==> src/rtl/index_write_scheduler.sv <==
// Write-port arbiter for the frame index memory: round-robin between two requesters,
// plus a full-screen clear engine, with optional blanking-only write slots.
module index_write_scheduler #(
    parameter int ADDR_W       = 19,
    parameter int DATA_W       = 3,
    parameter int FRAME_PIXELS = 307200,
    parameter int BG_INDEX     = 0
) (
    input  logic              iVGA_CLK,
    input  logic              iRST_n,
    input  logic              in_blank,
    input  logic              blank_only,
    input  logic              clr_req,
    output logic              clr_busy,
    input  logic              r0_valid,
    input  logic [ADDR_W-1:0] r0_addr,
    input  logic [DATA_W-1:0] r0_data,
    output logic              r0_ready,
    input  logic              r1_valid,
    input  logic [ADDR_W-1:0] r1_addr,
    input  logic [DATA_W-1:0] r1_data,
    output logic              r1_ready,
    output logic              mem_wenable,
    output logic [ADDR_W-1:0] mem_waddr,
    output logic [DATA_W-1:0] mem_wdata,
    output logic [15:0]       drop_count
);

    localparam logic [ADDR_W-1:0] LAST_ADDR = ADDR_W'(FRAME_PIXELS - 1);
    localparam logic [DATA_W-1:0] BG_VAL    = DATA_W'(BG_INDEX);

    typedef enum logic {IDLE, CLEAR} state_t;

    state_t              state_q, state_d;
    logic [ADDR_W-1:0]   clr_cnt_q, clr_cnt_d;
    logic                last_grant_q, last_grant_d;
    logic                wen_q, wen_d;
    logic [ADDR_W-1:0]   waddr_q, waddr_d;
    logic [DATA_W-1:0]   wdata_q, wdata_d;
    logic [15:0]         drop_q, drop_d;

    logic                slot_ok;
    logic                can_grant;
    logic                gnt0, gnt1;
    logic                clr_step;
    logic [ADDR_W-1:0]   sel_addr;
    logic [DATA_W-1:0]   sel_data;

    assign slot_ok = ~blank_only | in_blank;

    // State register
    always_ff @(posedge iVGA_CLK or negedge iRST_n) begin
        if (!iRST_n) begin
            state_q <= IDLE;
        end else begin
            state_q <= state_d;
        end
    end

    // Next-state logic
    always_comb begin
        state_d = state_q;
        case (state_q)
            IDLE:    if (clr_req) state_d = CLEAR;
            CLEAR:   if (slot_ok && (clr_cnt_q == LAST_ADDR)) state_d = IDLE;
            default: state_d = IDLE;
        endcase
    end

    // Output logic: a clear request claims the cycle, so no grant alongside it.
    // last_grant_q=1 means r1 was served last, so r0 wins a tie.
    always_comb begin
        can_grant = (state_q == IDLE) && !clr_req && slot_ok;
        gnt0      = can_grant && r0_valid && (!r1_valid || last_grant_q);
        gnt1      = can_grant && r1_valid && (!r0_valid || !last_grant_q);
        clr_step  = (state_q == CLEAR) && slot_ok;
    end

    assign sel_addr = gnt1 ? r1_addr : r0_addr;
    assign sel_data = gnt1 ? r1_data : r0_data;

    always_comb begin
        clr_cnt_d    = clr_cnt_q;
        last_grant_d = last_grant_q;
        wen_d        = 1'b0;
        waddr_d      = waddr_q;
        wdata_d      = wdata_q;
        drop_d       = drop_q;
        if (state_q == IDLE && clr_req) begin
            clr_cnt_d = '0;
        end else if (clr_step) begin
            wen_d     = 1'b1;
            waddr_d   = clr_cnt_q;
            wdata_d   = BG_VAL;
            clr_cnt_d = (clr_cnt_q == LAST_ADDR) ? '0 : clr_cnt_q + ADDR_W'(1);
        end else if (gnt0 || gnt1) begin
            last_grant_d = gnt1;
            // Out-of-range writes are accepted to free the requester, then discarded
            if (sel_addr <= LAST_ADDR) begin
                wen_d   = 1'b1;
                waddr_d = sel_addr;
                wdata_d = sel_data;
            end else if (drop_q != 16'hFFFF) begin
                drop_d = drop_q + 16'd1;
            end
        end
    end

    always_ff @(posedge iVGA_CLK or negedge iRST_n) begin
        if (!iRST_n) begin
            clr_cnt_q    <= '0;
            last_grant_q <= 1'b1;
            wen_q        <= 1'b0;
            waddr_q      <= '0;
            wdata_q      <= '0;
            drop_q       <= '0;
        end else begin
            clr_cnt_q    <= clr_cnt_d;
            last_grant_q <= last_grant_d;
            wen_q        <= wen_d;
            waddr_q      <= waddr_d;
            wdata_q      <= wdata_d;
            drop_q       <= drop_d;
        end
    end

    // Readies are forced low while reset is held, independent of the request inputs
    assign r0_ready    = gnt0 & iRST_n;
    assign r1_ready    = gnt1 & iRST_n;
    assign clr_busy    = (state_q == CLEAR);
    assign mem_wenable = wen_q;
    assign mem_waddr   = waddr_q;
    assign mem_wdata   = wdata_q;
    assign drop_count  = drop_q;

endmodule

==> config.mk <==
export PLATFORM = sky130hd
export DESIGN_NAME = index_write_scheduler
export DESIGN_NICKNAME = d
export VERILOG_FILES = /design/src/rtl/index_write_scheduler.sv
export SDC_FILE = /design/constraint.sdc
export NUM_CORES = 1
export LEC_CHECK = 0
export BUFFER_PORTS_ARGS = -buffer_cell sky130_fd_sc_hd__buf_2
export CAP_MARGIN = 20
export CORE_ASPECT_RATIO = 0.5
export CORE_MARGIN = 2
export CORE_UTILIZATION = 45
export CTS_BUF_LIST = sky130_fd_sc_hd__clkbuf_16
export DETAILED_ROUTE_END_ITERATION = 6
export MAX_ROUTING_LAYER = met4
export PLACE_DENSITY = 0.78
export SLEW_MARGIN = 10
export SYNTH_ARGS = -nofsm -noshare
export SYNTH_HDL_FRONTEND = slang
export SYNTH_SLANG_ARGS = --single-unit
==> constraint.sdc <==
create_clock -name iVGA_CLK -period 4.2 [get_ports iVGA_CLK]
set_input_delay 0.21 -clock iVGA_CLK [delete_from_list [all_inputs] [get_ports iVGA_CLK]]
set_output_delay 0.21 -clock iVGA_CLK [all_outputs]
set_load 0.02 [all_outputs]
==> results of run 1 <==
-- routing by layer --
metal / vias up / share of wire
met5: - / 0
met3: 11 / 0.082
li1: 1478 / -
met2: 115 / 0.43
met4: 0 / 0.014
met1: 1388 / 0.47
-- sequential cells by signal (all words and copies together) (netlist names) --
signal        cells
clr_busy          1
clr_cnt_q        19
drop_count       16
last_grant_q      1
mem_waddr        19
mem_wdata         3
mem_wenable       1
-- worst max-delay path by stage --
stage,start,endpoint,cells after the start
floorplan,clr_busy$_DFF_PN0_,drop_count[4]$_DFFE_PN0P_,7
global placement,clr_busy$_DFF_PN0_,mem_waddr[12]$_DFFE_PN0P_,7
detailed placement,clr_busy$_DFF_PN0_,mem_wdata[2]$_DFFE_PN0P_,6
CTS,clr_busy$_DFF_PN0_,mem_wdata[2]$_DFFE_PN0P_,6
global route,clr_busy$_DFF_PN0_,mem_wdata[2]$_DFFE_PN0P_,6
finish,clr_busy$_DFF_PN0_,mem_waddr[12]$_DFFE_PN0P_,7
-- worst reg2reg max path: cells and delay by family (launching register included) --
family / cells / cell delay, ns
simple gates: 2 / 0.74
flops: 1 / 0.43
compound gates: 4 / 0.59
buf+inv: 1 / 0.39
-- cells by family after synthesis --
group | Yosys count | share of synthesized area
AO/OA/AOI/OAI | 93 | 0.179
XOR/XNOR | 17 | 0.0461
adder cells (fa/ha/maj) | 2 | 0.00775
buffers and inverters | 20 | 0.0326
flip-flops | 60 | 0.466
multiplexers | 14 | 0.0442
AND/OR/NAND/NOR | 152 | 0.225
-- power breakdown --
group          leakage, uW  internal, uW  switching, uW
combinational      0.00106          68.8            107
sequential        0.000807           620           40.2
clock             0.000144           444            235
total              0.00201          1130            382
-- final cells by class --
| class | instances | share of cell area |
|---|---|---|
| clock buffer | 9 | 0.0558 |
| clock inverter | 5 | 0.0118 |
| inverter | 4 | 0.00372 |
| multi-input combinational | 278 | 0.404 |
| sequential | 60 | 0.372 |
| tap | 92 | 0.0285 |
| timing repair buffer | 97 | 0.124 |
-- Yosys cell counts, types with 2 or more instances --
master and n:
xor2_1 3, a21o_1 2, a211oi_1 2, nand3_1 14, and2_1 3, or3_4 2
nor2_1 19, a311oi_1 3, and4_1 2, o31ai_1 2, buf_2 5, nand2b_1 2
nand4_1 13, a21boi_0 3, nand2_1 78, clkbuf_1 5, o21ai_0 37, and3_1 8
a31oi_1 12, a22o_1 2, nor3_1 3, mux2i_1 12, dfrtp_1 59, buf_4 4
ha_1 2, xnor2_1 14, a21oi_1 19, inv_1 4, a32o_1 2, o21ai_1 4
mux2_2 2
-- cell usage in the layout (no fill, tap or decap), types with 3 or more instances in the layout --
| master | Yosys | routed |
|---|---|---|
| buf_2 | 5 | 92 |
| nand2_1 | 78 | 78 |
| dfrtp_1 | 59 | 59 |
| o21ai_0 | 37 | 37 |
| a21oi_1 | 19 | 19 |
| nor2_1 | 19 | 18 |
| nand3_1 | 14 | 14 |
| xnor2_1 | 14 | 14 |
| nand4_1 | 13 | 13 |
| a31oi_1 | 12 | 12 |
| mux2i_1 | 12 | 12 |
| clkbuf_16 | 0 | 9 |
| and3_1 | 8 | 8 |
| inv_1 | 4 | 6 |
| o21ai_1 | 4 | 4 |
| buf_4 | 4 | 4 |
| and2_1 | 3 | 3 |
| a21boi_0 | 3 | 3 |
| nor3_1 | 3 | 3 |
| a311oi_1 | 3 | 3 |
| xor2_1 | 3 | 3 |
-- stage by stage --
step                 util  setup WS (ns)  power, uW
floorplan               -           2.37        762
global placement    0.551           2.05        841
CTS                 0.593           1.95       1530
detailed placement  0.551           1.96        844
global route        0.593           1.70       1580
finish              0.593           1.92       1510
==> run_results.csv, run 1 <==
group,metric,value,unit
detailed_routing,viasPerCell,5.49,
global_route,grt-ovfl-total,0,
timing,max_freq,439,MHz
power_and_ir_drop,power_density,375,nW/um^2
place,post-place-cells,530,
layout,final_area,4040,sq um
global_route,antenna_found_initial,0,
cts,cts_tree,"yes",
yosys,yosys_warnings,0,
global_route,met3_usage,0.0750,
timing,max_slew_margin,0.443,
timing,slew_viol_final,0,
yosys,synth_area,3230,sq um
detailed_routing,drt_pass1_iterations,4,
layout,seq_area,1500,sq um
worst_hold_path,hold-path-cell-count,2,
critical_path,critPathLaunchType,"flip-flop",
place,gp_congestion,0.877,
yosys,synth_edf_count,0,
yosys,synthTopCellsByArea,"dfrtp_1 46%, nand2_1 9.1%, o21ai_0 5.7%",
global_route,grt_max_degree,60,
floorplan,rows,21,
yosys,synth_top_area_share,0.457,
detailed_routing,drtAntennaViolNets,0,
critical_path,timing.reg2reg.setup_slack,1.92,ns
layout,antennaDiodeCount,0,
yosys,yosys.area.top_type,"dfrtp_1",
worst_hold_path,min_to,"last_grant_q$_DFFE_PN1P_",
cts,cts-resized-gates,0,
global_route,met2_usage,0.310,
global_route,track_usage,0.226,
cts,ctsLongestPathBuffers,2,
yosys,syn_area_per_cell,9.02,sq um
floorplan,core_area,6810,sq um
global_route,grtUsageMet1,0.311,
place,hpwlAfterDp,5750,um
timing,fin_hold_ws,0.0709,ns
critical_path,crit_top_cell,"o21ai_0",
detailed_routing,wl_per_cell,14.9,um
cts,postCtsHoldBufs,1,
cts,htreeDepth,3,
critical_path,r2r_end,"mem_waddr[12]$_DFFE_PN0P_",
critical_path,cp_top_family,"simple AND/OR/NAND/NOR gates",
floorplan,initial_utilization,0.474,
timing,setup_violations,0,
timing,period_minus_slack,2.28,ns
cts,cts_setup_buffers,0,
layout,drive_above_1_share,0.269,
power_and_ir_drop,vdd_drop_max,0.000221,V
timing,fin_crit_sh,0.542,
place,io_buffers,92,
floorplan,ioPinCount,93,
critical_path,max_stage_delay,0.46,ns
critical_path,path_buf_inv,1,
layout,fin_nets,503,
floorplan,chipHeight,63.9,um
cts,insertion_delay,0.32,ns
detailed_routing,drt-initial-drc-count,215,
power_and_ir_drop,p_leak,0.00201,uW
detailed_routing,via_count,2992,
yosys,synth.distinct_cells,47,
detailed_routing,routed_wl,8140,um
yosys,postSynthCellCount,358,
timing,tns,0,ns
detailed_routing,drc,0,
critical_path,crit_type,"flip-flop to flip-flop",
layout,nFillCells,585,
cts,root_buffer,"clkbuf_16",
timing,hold_viol_final,0,
cts,clock-sinks,60,
critical_path,r2r_start,"clr_busy$_DFF_PN0_",
timing,worstMarginPinSlew,0.836,ns
floorplan,die_x,124,um
outcome,status,"finished clean",
yosys,synth_seq_cells,60,
worst_hold_path,holdCritPathClass,"input pin to flip-flop",
critical_path,cp.required,4.40,ns
worst_hold_path,min_from,"r0_valid",
global_route,busiest_layer,"met1",
global_route,grt_pass1_vias,2703,
yosys,async_reset_ff_frac,1.00,
timing,clock_skew,0.00697,ns
floorplan,dieArea,7910,sq um
yosys,syn_nets,411,
layout,syn2layout_area_growth,25.0,%
global_route,grt_pass1_wl,13300,um
critical_path,cp-end-kind,"flip-flop",
critical_path,crit_chain,"or2_4 > or3_4 > o32ai_4 > buf_4 > a31oi_1 > o21ai_0 > o21ai_0",
run,drv_cap,0,
cts,clkTransAtPathRegs,0.05,ns
layout,stdcell_count,545,
place,placed_area,3750,sq um
yosys,yosysSeqAreaShare,0.466,
yosys,ys.flop_type,"dfrtp_1",
cts,cts_buffers,9,
critical_path,crit_arrival,2.47,ns
layout,multiInputGateArea,1630,sq um
timing,rsz0062_at_grt,"no",
critical_path,reg2regPathDepth,7,
critical_path,crit_slowest_cell,"or3_4",
critical_path,crit_fanout,33,
No activity file was read; power rests on OpenSTA's default activity.
==> run 2, diff against run 1 <==
--- a/config.mk
+++ b/config.mk
@@ -13,7 +13,7 @@
 export CTS_BUF_LIST = sky130_fd_sc_hd__clkbuf_16
 export DETAILED_ROUTE_END_ITERATION = 6
 export MAX_ROUTING_LAYER = met4
-export PLACE_DENSITY = 0.78
+export PLACE_DENSITY = 0.81
 export SLEW_MARGIN = 10
 export SYNTH_ARGS = -nofsm -noshare
 export SYNTH_HDL_FRONTEND = slang
==> constraint.sdc (replaced) <==
create_clock -name iVGA_CLK -period 1.95 [get_ports iVGA_CLK]
set_input_delay 0.0975 -clock iVGA_CLK [delete_from_list [all_inputs] [get_ports iVGA_CLK]]
set_output_delay 0.0975 -clock iVGA_CLK [all_outputs]
set_load 0.02 [all_outputs]
==> run_results.csv, run 2 (synthesized netlist as in run 1, its figures left out) <==
group,metric,value,unit
layout,final_cell_mix,"92 x buf_2, 78 x nand2_1, 59 x dfrtp_1",
timing,max_freq,536,MHz
place,hpwlAfterDp,5940,um
cts,ctsLongestPathBuffers,2,
floorplan,chipHeight,63.9,um
floorplan,dieArea,7910,sq um
cts,insertion_delay,0.33,ns
floorplan,rows,21,
cts,cts_buffers,9,
critical_path,cp.required,2.15,ns
detailed_routing,drc,0,
detailed_routing,via_count,3136,
detailed_routing,routed_wl,8400,um
detailed_routing,drt_pass1_iterations,7,
critical_path,crit_arrival,2.07,ns
layout,antennaDiodeCount,0,
cts,htreeDepth,3,
worst_hold_path,hold-path-cell-count,3,
floorplan,initial_utilization,0.474,
power_and_ir_drop,power_density,760,nW/um^2
cts,clock-sinks,60,
place,post-place-cells,548,
timing,slew_viol_final,0,
layout,fin_nets,523,
power_and_ir_drop,p_leak,0.00210,uW
timing,max_slew_margin,0.630,
cts,cts_setup_buffers,0,
outcome,status,"finished clean",
global_route,grt_pass1_wl,13600,um
cts,cts_tree,"yes",
run,drv_cap,0,
timing,period_minus_slack,1.87,ns
global_route,grt_max_degree,32,
worst_hold_path,holdCritPathClass,"input pin to flip-flop",
detailed_routing,drtAntennaViolNets,0,
timing,tns,0,ns
timing,clock_skew,0.00744,ns
floorplan,core_area,6810,sq um
layout,syn2layout_area_growth,30.5,%
global_route,track_usage,0.230,
critical_path,crit_fanout,19,
detailed_routing,viasPerCell,5.53,
detailed_routing,wl_per_cell,14.8,um
floorplan,ioPinCount,93,
layout,final_common_cell,"buf_2",
place,io_buffers,92,
power_and_ir_drop,power.total,3200,uW
detailed_routing,drt-initial-drc-count,228,
floorplan,die_x,124,um
cts,root_buffer,"clkbuf_16",
critical_path,crit_type,"flip-flop to flip-flop",
layout,drive_above_1_share,0.305,
critical_path,cp-end-kind,"flip-flop",
timing,fin_crit_sh,0.957,
global_route,grt_pass1_vias,2910,
place,gp_congestion,0.846,
timing,hold_viol_final,0,
critical_path,reg2regPathDepth,7,
timing,rsz0062_at_grt,"yes",
critical_path,critPathLaunchType,"flip-flop",
global_route,grt-ovfl-total,0,
layout,stdcell_count,567,
cts,clkTransAtPathRegs,0.05,ns
power_and_ir_drop,vdd_drop_max,0.000380,V
timing,worstMarginPinSlew,0.554,ns
timing,setup_violations,0,
global_route,antenna_found_initial,0,
==> run 2: layout make-up <==
cell class | instances | area (sq um)
fillers | 567 | 2590
multi-input cells | 278 | 1650
flip-flops and latches | 60 | 1500
repair buffers | 117 | 676
clock buffers | 9 | 225
well taps | 92 | 115
clock inverters | 7 | 33.8
inverters | 4 | 15.0
==> run 2: through the flow <==
stage               worst slack (ns)  instance area (sq um)   util  hold slack [ns]
floorplan                      0.118                   3230      -           -0.198
global placement               0.142                   3900  0.573           0.0449
detailed placement            0.0571                   3900  0.573           0.0461
CTS                           0.0412                   4190  0.616           0.0370
global route                 -0.0320                   4210  0.619           0.0408
finish                        0.0838                   4210  0.619           0.0424
==> run 2: layer usage <==
layer,part of all wire,vias up,global-route usage
met1,0.46,1489,0.302
li1,-,1503,-
met2,0.45,132,0.344
met3,0.089,12,0.0679
met4,0.0098,0,0.0739
met5,0,-,-
==> run 2: worst paths after layout <==
path                                             end                     start  slack (ns)
setup / recovery           mem_waddr[15]$_DFFE_PN0P_        clr_busy$_DFF_PN0_        0.08
hold / removal              mem_wdata[2]$_DFFE_PN0P_                r1_data[2]        0.04
setup reg to reg           mem_waddr[15]$_DFFE_PN0P_        clr_busy$_DFF_PN0_        0.08
hold reg to reg             mem_waddr[6]$_DFFE_PN0P_  mem_waddr[6]$_DFFE_PN0P_        0.48
max in group asynchronous   mem_waddr[8]$_DFFE_PN0P_                    iRST_n        0.96
min in group asynchronous  drop_count[2]$_DFFE_PN0P_                    iRST_n        0.23
==> run 2: timing repair <==
item,4_1_cts,5_1_grt
hold buffers,3,0
resized for setup,0,7
endpoints found under the setup margin,0,25
endpoints found under the hold margin,14,0
==> run 2: power breakdown <==
group	total, uW	switching [uW]	internal [uW]
clock	1370	536	836
sequential	1410	78.7	1330
combinational	419	252	167
total	3200	867	2340
==> run 2: worst max-delay path, stage by stage, from the launching register on <==
cell     delay [ns]
dfrtp_1        0.38
or2_4          0.26
or3_4          0.39
o32ai_4        0.17
buf_12         0.19
a31oi_1        0.12
o21ai_0        0.14
nand2_1        0.09
